===== config.mk =====
export PLATFORM = sky130hd
export DESIGN_NAME = hyperbus_axi_bist
export DESIGN_NICKNAME = d
export VERILOG_FILES = /design/src/rtl/hyperbus_axi_bist.sv
export SDC_FILE = /design/constraint.sdc
export NUM_CORES = 1
export LEC_CHECK = 0
export CORE_MARGIN = 4
export CORE_UTILIZATION = 40
export DETAILED_ROUTE_END_ITERATION = 7
export PLACE_DENSITY = 0.83
export SYNTH_ARGS = -nofsm -noshare
export SYNTH_HDL_FRONTEND = slang
export SYNTH_SLANG_ARGS = --single-unit

===== constraint.sdc =====
create_clock -name clk_sys_i -period 6.1 [get_ports clk_sys_i]
set_input_delay 1.22 -clock clk_sys_i [delete_from_list [all_inputs] [get_ports clk_sys_i]]
set_output_delay 1.22 -clock clk_sys_i [all_outputs]
set_load 0.1 [all_outputs]

===== src/rtl/hyperbus_axi_bist.sv =====
// rtl/hyperbus_axi_bist.sv - AXI4 write/read-back memory BIST for the HyperBus AXI slave port
//
// Purpose: writes NUM_BURSTS INCR bursts of (word index ^ SEED) through a 16-bit
// AXI4 initiator port, reads them back, compares, and reports done/pass/error count.
// Optional watchdog abort: define HYPERBUS_BIST_TIMEOUT_EN.
//
// Ports:
//   clk_sys_i, rst_ni                  clock, asynchronous active-low reset
//   start_i                            start pulse, accepted only in IDLE or DONE
//   busy_o, done_o, pass_o             pass status
//   err_count_o                        saturating mismatch/response error count
//   timeout_o                          sticky watchdog abort flag (0 without watchdog)
//   axi_o_aw_*, axi_o_w_*, axi_o_b_*   write address / data / response channels
//   axi_o_ar_*, axi_o_r_*              read address / data channels
module hyperbus_axi_bist #(
   parameter int unsigned       AXI_AW     = 32,
   parameter int unsigned       AXI_IW     = 10,
   parameter int unsigned       AXI_UW     = 1,
   parameter int unsigned       BURST_LEN  = 16,
   parameter int unsigned       NUM_BURSTS = 4,
   parameter logic [AXI_AW-1:0] BASE_ADDR  = '0,
   parameter logic [15:0]       SEED       = 16'hA5C3,
   parameter int unsigned       TIMEOUT    = 1024
) (
   input  logic              clk_sys_i,
   input  logic              rst_ni,
   input  logic              start_i,
   output logic              busy_o,
   output logic              done_o,
   output logic              pass_o,
   output logic [15:0]       err_count_o,
   output logic              timeout_o,
   output logic [AXI_IW-1:0] axi_o_aw_id,
   output logic [AXI_AW-1:0] axi_o_aw_addr,
   output logic [7:0]        axi_o_aw_len,
   output logic [2:0]        axi_o_aw_size,
   output logic [1:0]        axi_o_aw_burst,
   output logic              axi_o_aw_lock,
   output logic [3:0]        axi_o_aw_cache,
   output logic [2:0]        axi_o_aw_prot,
   output logic [3:0]        axi_o_aw_qos,
   output logic [3:0]        axi_o_aw_region,
   output logic [AXI_UW-1:0] axi_o_aw_user,
   output logic              axi_o_aw_valid,
   input  logic              axi_o_aw_ready,
   output logic [15:0]       axi_o_w_data,
   output logic [1:0]        axi_o_w_strb,
   output logic              axi_o_w_last,
   output logic [AXI_UW-1:0] axi_o_w_user,
   output logic              axi_o_w_valid,
   input  logic              axi_o_w_ready,
   input  logic [AXI_IW-1:0] axi_o_b_id,
   input  logic [1:0]        axi_o_b_resp,
   input  logic [AXI_UW-1:0] axi_o_b_user,
   input  logic              axi_o_b_valid,
   output logic              axi_o_b_ready,
   output logic [AXI_IW-1:0] axi_o_ar_id,
   output logic [AXI_AW-1:0] axi_o_ar_addr,
   output logic [7:0]        axi_o_ar_len,
   output logic [2:0]        axi_o_ar_size,
   output logic [1:0]        axi_o_ar_burst,
   output logic              axi_o_ar_lock,
   output logic [3:0]        axi_o_ar_cache,
   output logic [2:0]        axi_o_ar_prot,
   output logic [3:0]        axi_o_ar_qos,
   output logic [3:0]        axi_o_ar_region,
   output logic [AXI_UW-1:0] axi_o_ar_user,
   output logic              axi_o_ar_valid,
   input  logic              axi_o_ar_ready,
   input  logic [AXI_IW-1:0] axi_o_r_id,
   input  logic [15:0]       axi_o_r_data,
   input  logic [1:0]        axi_o_r_resp,
   input  logic              axi_o_r_last,
   input  logic [AXI_UW-1:0] axi_o_r_user,
   input  logic              axi_o_r_valid,
   output logic              axi_o_r_ready
);

   localparam logic [2:0] S_IDLE  = 3'd0;
   localparam logic [2:0] S_WR_AW = 3'd1;
   localparam logic [2:0] S_WR_W  = 3'd2;
   localparam logic [2:0] S_WR_B  = 3'd3;
   localparam logic [2:0] S_RD_AR = 3'd4;
   localparam logic [2:0] S_RD_R  = 3'd5;
   localparam logic [2:0] S_DONE  = 3'd6;

   localparam int unsigned       BW         = (NUM_BURSTS > 1) ? $clog2(NUM_BURSTS) : 1;
   localparam logic [BW-1:0]     LAST_BURST = BW'(NUM_BURSTS - 1);
   localparam logic [7:0]        LAST_BEAT  = 8'(BURST_LEN - 1);
   localparam logic [AXI_AW-1:0] STRIDE     = AXI_AW'(BURST_LEN * 2);

   logic [2:0]        state_q, state_d;
   logic [BW-1:0]     burst_q, burst_d;
   logic [7:0]        beat_q, beat_d;
   logic [15:0]       word_q, word_d;   // global word index n within the current phase
   logic [AXI_AW-1:0] addr_q, addr_d;
   logic [15:0]       err_q, err_d;
   logic              start_ok, err_hit, wdog_fire;
   logic              aw_hs, w_hs, b_hs, ar_hs, r_hs;
   logic              beat_last, burst_last;
   logic [15:0]       exp_data;

   logic unused_inputs;
   assign unused_inputs = ^{axi_o_b_id, axi_o_b_user, axi_o_r_id, axi_o_r_user};

   assign exp_data   = word_q ^ SEED;
   assign beat_last  = (beat_q == LAST_BEAT);
   assign burst_last = (burst_q == LAST_BURST);

   // Valids and readies are pure functions of state, so an async reset
   // drops them in the same cycle and they never wait on the other side.
   assign axi_o_aw_valid = (state_q == S_WR_AW);
   assign axi_o_w_valid  = (state_q == S_WR_W);
   assign axi_o_b_ready  = (state_q == S_WR_B);
   assign axi_o_ar_valid = (state_q == S_RD_AR);
   assign axi_o_r_ready  = (state_q == S_RD_R);

   assign aw_hs = axi_o_aw_valid & axi_o_aw_ready;
   assign w_hs  = axi_o_w_valid  & axi_o_w_ready;
   assign b_hs  = axi_o_b_ready  & axi_o_b_valid;
   assign ar_hs = axi_o_ar_valid & axi_o_ar_ready;
   assign r_hs  = axi_o_r_ready  & axi_o_r_valid;

   assign axi_o_aw_id     = '0;
   assign axi_o_aw_addr   = addr_q;
   assign axi_o_aw_len    = LAST_BEAT;
   assign axi_o_aw_size   = 3'b001;
   assign axi_o_aw_burst  = 2'b01;
   assign axi_o_aw_lock   = 1'b0;
   assign axi_o_aw_cache  = 4'b0011;
   assign axi_o_aw_prot   = '0;
   assign axi_o_aw_qos    = '0;
   assign axi_o_aw_region = '0;
   assign axi_o_aw_user   = '0;

   assign axi_o_ar_id     = '0;
   assign axi_o_ar_addr   = addr_q;
   assign axi_o_ar_len    = LAST_BEAT;
   assign axi_o_ar_size   = 3'b001;
   assign axi_o_ar_burst  = 2'b01;
   assign axi_o_ar_lock   = 1'b0;
   assign axi_o_ar_cache  = 4'b0011;
   assign axi_o_ar_prot   = '0;
   assign axi_o_ar_qos    = '0;
   assign axi_o_ar_region = '0;
   assign axi_o_ar_user   = '0;

   assign axi_o_w_data = exp_data;
   assign axi_o_w_strb = 2'b11;
   assign axi_o_w_last = beat_last;
   assign axi_o_w_user = '0;

   assign start_ok    = start_i & ((state_q == S_IDLE) | (state_q == S_DONE));
   assign busy_o      = ~((state_q == S_IDLE) | (state_q == S_DONE));
   assign done_o      = (state_q == S_DONE);
   assign pass_o      = done_o & (err_q == 16'd0) & ~timeout_o;
   assign err_count_o = err_q;

   always_comb begin
      state_d = state_q;
      burst_d = burst_q;
      beat_d  = beat_q;
      word_d  = word_q;
      addr_d  = addr_q;
      err_hit = 1'b0;
      case (state_q)
         S_IDLE, S_DONE: begin
            if (start_i) begin
               state_d = S_WR_AW;
               burst_d = '0;
               beat_d  = '0;
               word_d  = '0;
               addr_d  = BASE_ADDR;
            end
         end
         S_WR_AW: begin
            if (aw_hs) begin
               state_d = S_WR_W;
               beat_d  = '0;
            end
         end
         S_WR_W: begin
            if (w_hs) begin
               word_d = word_q + 16'd1;
               beat_d = beat_q + 8'd1;
               if (beat_last) state_d = S_WR_B;
            end
         end
         S_WR_B: begin
            if (b_hs) begin
               err_hit = (axi_o_b_resp != 2'b00);
               if (burst_last) begin
                  state_d = S_RD_AR;
                  burst_d = '0;
                  word_d  = '0;
                  addr_d  = BASE_ADDR;
               end else begin
                  state_d = S_WR_AW;
                  burst_d = burst_q + BW'(1);
                  addr_d  = addr_q + STRIDE;
               end
            end
         end
         S_RD_AR: begin
            if (ar_hs) begin
               state_d = S_RD_R;
               beat_d  = '0;
            end
         end
         S_RD_R: begin
            if (r_hs) begin
               // One increment per beat no matter how many checks it fails.
               err_hit = (axi_o_r_resp != 2'b00) | (axi_o_r_data != exp_data) |
                         (axi_o_r_last != beat_last);
               word_d  = word_q + 16'd1;
               beat_d  = beat_q + 8'd1;
               // Burst end is decided by the beat counter, never by r_last.
               if (beat_last) begin
                  if (burst_last) begin
                     state_d = S_DONE;
                  end else begin
                     state_d = S_RD_AR;
                     burst_d = burst_q + BW'(1);
                     addr_d  = addr_q + STRIDE;
                  end
               end
            end
         end
         default: state_d = S_IDLE;
      endcase
      if (wdog_fire) state_d = S_DONE;

      if (start_ok)
         err_d = '0;
      else if (err_hit && (err_q != 16'hFFFF))
         err_d = err_q + 16'd1;
      else
         err_d = err_q;
   end

   always_ff @(posedge clk_sys_i or negedge rst_ni) begin
      if (!rst_ni) begin
         state_q <= S_IDLE;
         burst_q <= '0;
         beat_q  <= '0;
         word_q  <= '0;
         addr_q  <= BASE_ADDR;
         err_q   <= '0;
      end else begin
         state_q <= state_d;
         burst_q <= burst_d;
         beat_q  <= beat_d;
         word_q  <= word_d;
         addr_q  <= addr_d;
         err_q   <= err_d;
      end
   end

`ifdef HYPERBUS_BIST_TIMEOUT_EN
   localparam int unsigned   TW      = $clog2(TIMEOUT + 1);
   localparam logic [TW-1:0] WD_LAST = TW'(TIMEOUT - 1);

   logic [TW-1:0] wdog_q, wdog_d;
   logic          tmo_q, tmo_d, any_hs;

   assign any_hs    = aw_hs | w_hs | b_hs | ar_hs | r_hs;
   assign timeout_o = tmo_q;

   // Counts consecutive busy cycles without any handshake.
   always_comb begin
      wdog_d    = wdog_q;
      tmo_d     = tmo_q;
      wdog_fire = 1'b0;
      if (start_ok) begin
         wdog_d = '0;
         tmo_d  = 1'b0;
      end else if (busy_o) begin
         if (any_hs) begin
            wdog_d = '0;
         end else if (wdog_q == WD_LAST) begin
            wdog_fire = 1'b1;
            tmo_d     = 1'b1;
            wdog_d    = '0;
         end else begin
            wdog_d = wdog_q + TW'(1);
         end
      end
   end

   always_ff @(posedge clk_sys_i or negedge rst_ni) begin
      if (!rst_ni) begin
         wdog_q <= '0;
         tmo_q  <= 1'b0;
      end else begin
         wdog_q <= wdog_d;
         tmo_q  <= tmo_d;
      end
   end
`else
   assign wdog_fire = 1'b0;
   assign timeout_o = 1'b0;
`endif

endmodule


==> metrics.cfg, run 1 <==
[run_status]
status=finished, final reports clean

[yosys]
synth-seq-cells=72
yosysWarnings=0
ys_seq_area_share_pct=34.3
yosys-top-cells-area=dfrtp_1 34%, buf_4 19%, xnor2_1 5.7%
synth_ff_type=dfrtp_1
syn_avg_cell_area_um2=8.35
synth_edf_count=0
async_reset_ff_share_pct=100
netlist_instances=629
synth_top_area_cell=dfrtp_1
synth_top_area_share_pct=34.3
ys_types=52
synth_area_um2=5260

[grt]
grt-ovfl-total=0
grt-busiest-layer=met2
use_met3_pct=2.81
grt_pass1_vias=3787
antenna_found_initial=0
track_usage_pct=16.4
grt_pass1_wl_um=19500
grt_use_met1_pct=23.0
grt.met2_usage_pct=25.1
grt_max_degree=73

[worst_setup_path]
r2r.worst_path.cells=7
end_kind=primary output
worst-r2r-setup-slack_ns=3.14
r2r_end=axi_o_ar_addr[31]
r2r_start=state_q[0]
crit_type=register to primary output
critPathRequiredTime_ns=4.88
cp_max_fo=21
arrival_ns=2.88
critPathLaunchType=register

[timing]
min_period_over_period_pct=67.2
final_max_slew_viol_count=0
worstMarginPinSlew_ns=1.05
slew_headroom_pct=30.0
min_period_ns=4.10
clock.fmax_mhz=244
tns_ns=0
hold_violations=0
hold_ws_ns=0.497
skew_ns=0.00808
setup_ws_ns=2.00
setup_viol=0
rsz0062_at_grt=false

[die]
rows=41
start_util_pct=41.3
fp.dieW_um=123
die_h_um=123
dieArea_um2=15000
ioPinCount=240
coreArea_um2=12700

[finish]
post-route-util_pct=49.4
finalNetCount=763
drive_gt1_share_pct=4.22
fillers=1233
diodes=0
area_growth_pct=19.5

[power]
ir_drop_mv=0.198
p_leak_nw=2.59
cellPowerDensity_nw_per_um2=383

[detailed_routing]
drt-pass1-iter-count=5
wl_per_cell_um=14.2
final_antenna_net_count=0
drt_iter0_markers=346
drc=0
routed_wl_um=12600
vias_per_cell=4.93
dr_total_vias=4349

[hold_path]
hold_class=register to register
hold_path_end=burst_q[1]
holdPathStages=2
hold_start=burst_q[1]

[clock_network]
cts_buffers=9
htree_num_levels=3
cts.sinks=72
cts_setup_buffers=0
clk_pin_slew_ns=0.06
clk_path_buf_depth=2
cts_tree=done
clk_latency_ns=0.34
cts_hold_buffers=0
cts_root_buffer=clkbuf_16
cts_resized=0

[placement]
port_buffers=123
pre_cts_slack_ns=2.29
routabilityCongestion=0.842
dpl.hpwl_um=9350

[flow_run]
max_cap_viol_count=0

## kinds of logic after synthesis
group	share of synthesized area [%]
fa+ha+maj	1.43
mux	0.786
buf+inv	22.0
flops	34.3
other cells	0.143
simple gates	23.1
xor+xnor	7.00
compound gates	11.3
## how the worst max path moves through the flow
stage | start | endpoint | slack (ns) | cells after the start
after floorplan | state_q[1] | pass_o | 1.72 | 5
after global placement | start_i | axi_o_ar_addr[31] | 2.32 | 8
after detailed placement | start_i | axi_o_ar_addr[31] | 2.29 | 8
after CTS | state_q[0] | axi_o_r_ready | 2.01 | 3
after global routing | state_q[0] | axi_o_r_ready | 1.82 | 3
final | state_q[2] | axi_o_w_valid | 2.00 | 3
## Yosys cell counts, drive strengths merged, types with 2 or more instances
cell type,instances
a21oi,19
or3,16
or4,12
mux2i,3
o31ai,9
xnor2,34
nand3b,4
xor2,8
nand2b,7
nor4b,4
and2,3
clkbuf,19
nand3,22
nor4,11
a31oi,3
inv,24
conb,2
o221ai,2
a211oi,2
dfrtp,72
o211ai,11
ha,6
nand4,15
and4,2
nor3,23
and3,7
o21ai,37
a22o,2
buf,134
and3b,2
or2,4
nor2,48
o21a,3
nor3b,3
nand2,45
## layout make-up
type                            instances  area [um^2]  area share [%]
Timing Repair Buffer                  127         1260            20.0
Tap cell                              172          215            3.43
Clock buffer                           12          246            3.93
Multi-Input combinational cell        472         2650            42.2
Inverter                               24         90.1            1.43
Clock inverter                          4         20.0           0.319
Sequential cell                        72         1800            28.7
## report_power, final
group	total [mW]	internal (mW)	switching [mW]	leakage [nW]
Sequential	0.631	0.523	0.107	0.990
Clock	0.477	0.283	0.194	0.136
Combinational	1.30	0.267	1.03	1.47
Total	2.41	1.07	1.33	2.59
## registers in the layout, indices dropped and copies added, names as in the netlist
signal,cells
axi_o_ar_addr,27
beat_q,8
burst_q,2
err_count_o,16
state_q,3
word_q,16
## metrics by stage
step | instances | power (mW) | cell area (um^2)
after detailed placement | 867 | 1.94 | 6010
final | 883 | 2.41 | 6280
after CTS | 883 | 2.42 | 6280
after floorplan | 721 | 1.73 | 5600
after global routing | 883 | 2.53 | 6280
after global placement | 867 | 1.92 | 6010
## critical path, stage by stage, from the launching register on
cell             delay (ns)
dfrtp_1                0.61
nand2b_1               0.30
nor2_1                 0.40
clkdlybuf4s50_1        1.23
## per-layer routing
metal  vias to the layer above  wire length, um
met1                      2063             5600
met4                         0              277
met5                         -                0
met3                        17              801
li1                       2109                -
met2                       160             5880
## cell usage in the layout, fill, tap and decap left out, types with 5 or more instances in the layout
cell type / count
clkdlybuf4s50_1: 122
nor4_1: 11
a21oi_1: 19
or3_1: 16
conb_1: 94
o31ai_1: 9
nand2b_1: 7
ha_1: 6
nand4_1: 15
inv_1: 24
o211ai_1: 11
nor2_1: 46
nand3_1: 22
clkbuf_16: 9
or4_1: 11
dfrtp_1: 72
xor2_1: 8
nor3_1: 22
nand2_1: 45
buf_4: 5
and3_1: 7
o21ai_0: 35
xnor2_1: 34
No activity file was read; power rests on OpenSTA's default activity.
==> run 2, diff against run 1 <==
==> constraint.sdc (replaced) <==
create_clock -name clk_sys_i -period 3.9 [get_ports clk_sys_i]
set_input_delay 0.78 -clock clk_sys_i [delete_from_list [all_inputs] [get_ports clk_sys_i]]
set_output_delay 0.78 -clock clk_sys_i [all_outputs]
set_load 0.1 [all_outputs]
==> run 2 against run 1 <==
Via count rose by 2.3%. Largest cell class unchanged. Non-clock buffer count rose by 2. Clock skew rose by 0.0010 ns. Critical path type is now input port to register. Final cell count rose by 0.23%. Critical endpoint is now axi_o_ar_addr[31]. Register-to-register slack got worse by 2.1 ns. Count of clock-buffer cells in the layout fell by 2.
==> metrics.cfg, run 2 (synthesis gave the netlist of run 1 again) <==
[run_status]
status=finished, final reports clean

[finish]
seqCellArea_um2=1800
finalNetCount=765
area_growth_pct=21.2
largest_reg_flops=27
multi_input_area_um2=2660
fillers=1230
final_cell_area_um2=6370
final_cell_mix=113 x clkdlybuf4s50_1, 94 x conb_1, 72 x dfrtp_1
final_common_cell=clkdlybuf4s50_1
diodes=0
drive_gt1_share_pct=6.31

[worst_setup_path]
cp_cell_sequence=clkdlybuf4s50_1 > nor3_1 > a311oi_1 > o21ai_1 > or4_1 > or3_1 > a21oi_1
r2r_start=state_q[0]
end_kind=register
endpoint=axi_o_ar_addr[31]
crit_path_start=start_i
crit_type=input port to register
r2r_end=axi_o_ar_addr[31]
worstSetupPathDepth=7
worst_path_max_delay_cell=or4_1
cp_max_fo=10
max_stage_delay_ns=0.72
path_buf_inv=1
r2r.worst_path.cells=6
worst-r2r-setup-slack_ns=1.00
crit_family=simple AND/OR/NAND/NOR gates
arrival_ns=3.26
critPathRequiredTime_ns=4.15
critPathLaunchType=input port

[timing]
min_period_over_period_pct=77.0
hold_violations=0
tns_ns=0
hold_ws_ns=0.489
setup_ws_ns=0.897
final_max_slew_viol_count=0
worstMarginPinSlew_ns=1.03
min_period_ns=3.00
clock.fmax_mhz=333
skew_ns=0.00911
rsz0062_at_grt=false
setup_viol=0
slew_headroom_pct=31.4

[clock_network]
clk_path_buf_depth=2
cts_tree=done
cts_root_buffer=clkbuf_16
cts_hold_buffers=0
cts.sinks=72
cts_setup_buffers=0
clk_pin_slew_ns=0.06
cts_resized=0
htree_num_levels=3
cts_buffers=9
clk_latency_ns=0.33

[die]
coreArea_um2=12700
start_util_pct=41.3
ioPinCount=240
fp.dieW_um=123
dieArea_um2=15000
die_h_um=123
rows=41

[power]
p_leak_nw=2.65
cellPowerDensity_nw_per_um2=631
ir_drop_mv=0.272

[placement]
routabilityCongestion=0.809
port_buffers=123
postPlaceCellArea_um2=6010
dpl.hpwl_um=9460
pre_cts_slack_ns=0.609

[flow_run]
max_cap_viol_count=0

[detailed_routing]
drc=0
drt_iter0_markers=402
vias_per_cell=5.02
drt-pass1-iter-count=6
routed_wl_um=12900
dr_total_vias=4447
wl_per_cell_um=14.6
final_antenna_net_count=0

[grt]
grt-ovfl-total=0
track_usage_pct=16.5
grt_max_degree=73
grt_pass1_wl_um=20100
antenna_found_initial=0
grt_pass1_vias=3922

[hold_path]
hold_class=register to register

-- run 2: cell types whose count changed in the layout (fill, tap and decap cells not counted), sizes merged --
cell           previous run  this run
buf                       5        16
clkdlybuf4s50           122       113
bufinv                    0         3
clkinv                    4         1
clkbuf                   12        10
clkinvlp                  0         1
inv                      24        25
-- run 2: worst min-delay path by stage --
| stage | cells after the start | slack (ns) | startpoint | endpoint |
|---|---|---|---|---|
| 2_1_floorplan | 1 | 0.45 | beat_q[7] | beat_q[7] |
| 3_3_place_gp | 2 | 0.47 | burst_q[1] | burst_q[1] |
| 3_5_place_dp | 1 | 0.48 | beat_q[7] | beat_q[7] |
| 4_1_cts | 1 | 0.49 | beat_q[7] | beat_q[7] |
| 5_1_grt | 1 | 0.53 | beat_q[7] | beat_q[7] |
| 6_report | 1 | 0.49 | beat_q[7] | beat_q[7] |
-- run 2: metrics by stage --
step / util, % / std cells / power (mW)
after detailed placement: 47.3 / 869 / 3.04
after CTS: 50.0 / 885 / 4.03
after floorplan: - / 721 / 2.71
after global placement: 47.3 / 869 / 3.02
after global routing: 50.0 / 885 / 4.20
final: 50.0 / 885 / 4.02
-- run 2: final cells by class --
type / instances / area share [%]
timing repair buffer: 129 / 19.7
clock inverter: 6 / 1.81
tap: 172 / 3.38
sequential: 72 / 28.3
clock buffer: 10 / 3.75
inverter: 24 / 1.41
multi-input combinational: 472 / 41.7
-- run 2: routing by layer --
| metal | vias to the layer above | share of wire (%) | GRT usage, % |
|---|---|---|---|
| li1 | 2122 | - | - |
| met1 | 2123 | 43 | 23.2 |
| met2 | 187 | 48 | 26.2 |
| met3 | 15 | 7.0 | 2.26 |
| met4 | 0 | 1.6 | 5.81 |
| met5 | - | 0 | 0 |
-- run 2: power by group --
group / total (mW) / internal [mW] / switching [mW]
logic: 2.05 / 0.429 / 1.62
registers: 0.987 / 0.818 / 0.170
clock network: 0.980 / 0.646 / 0.335
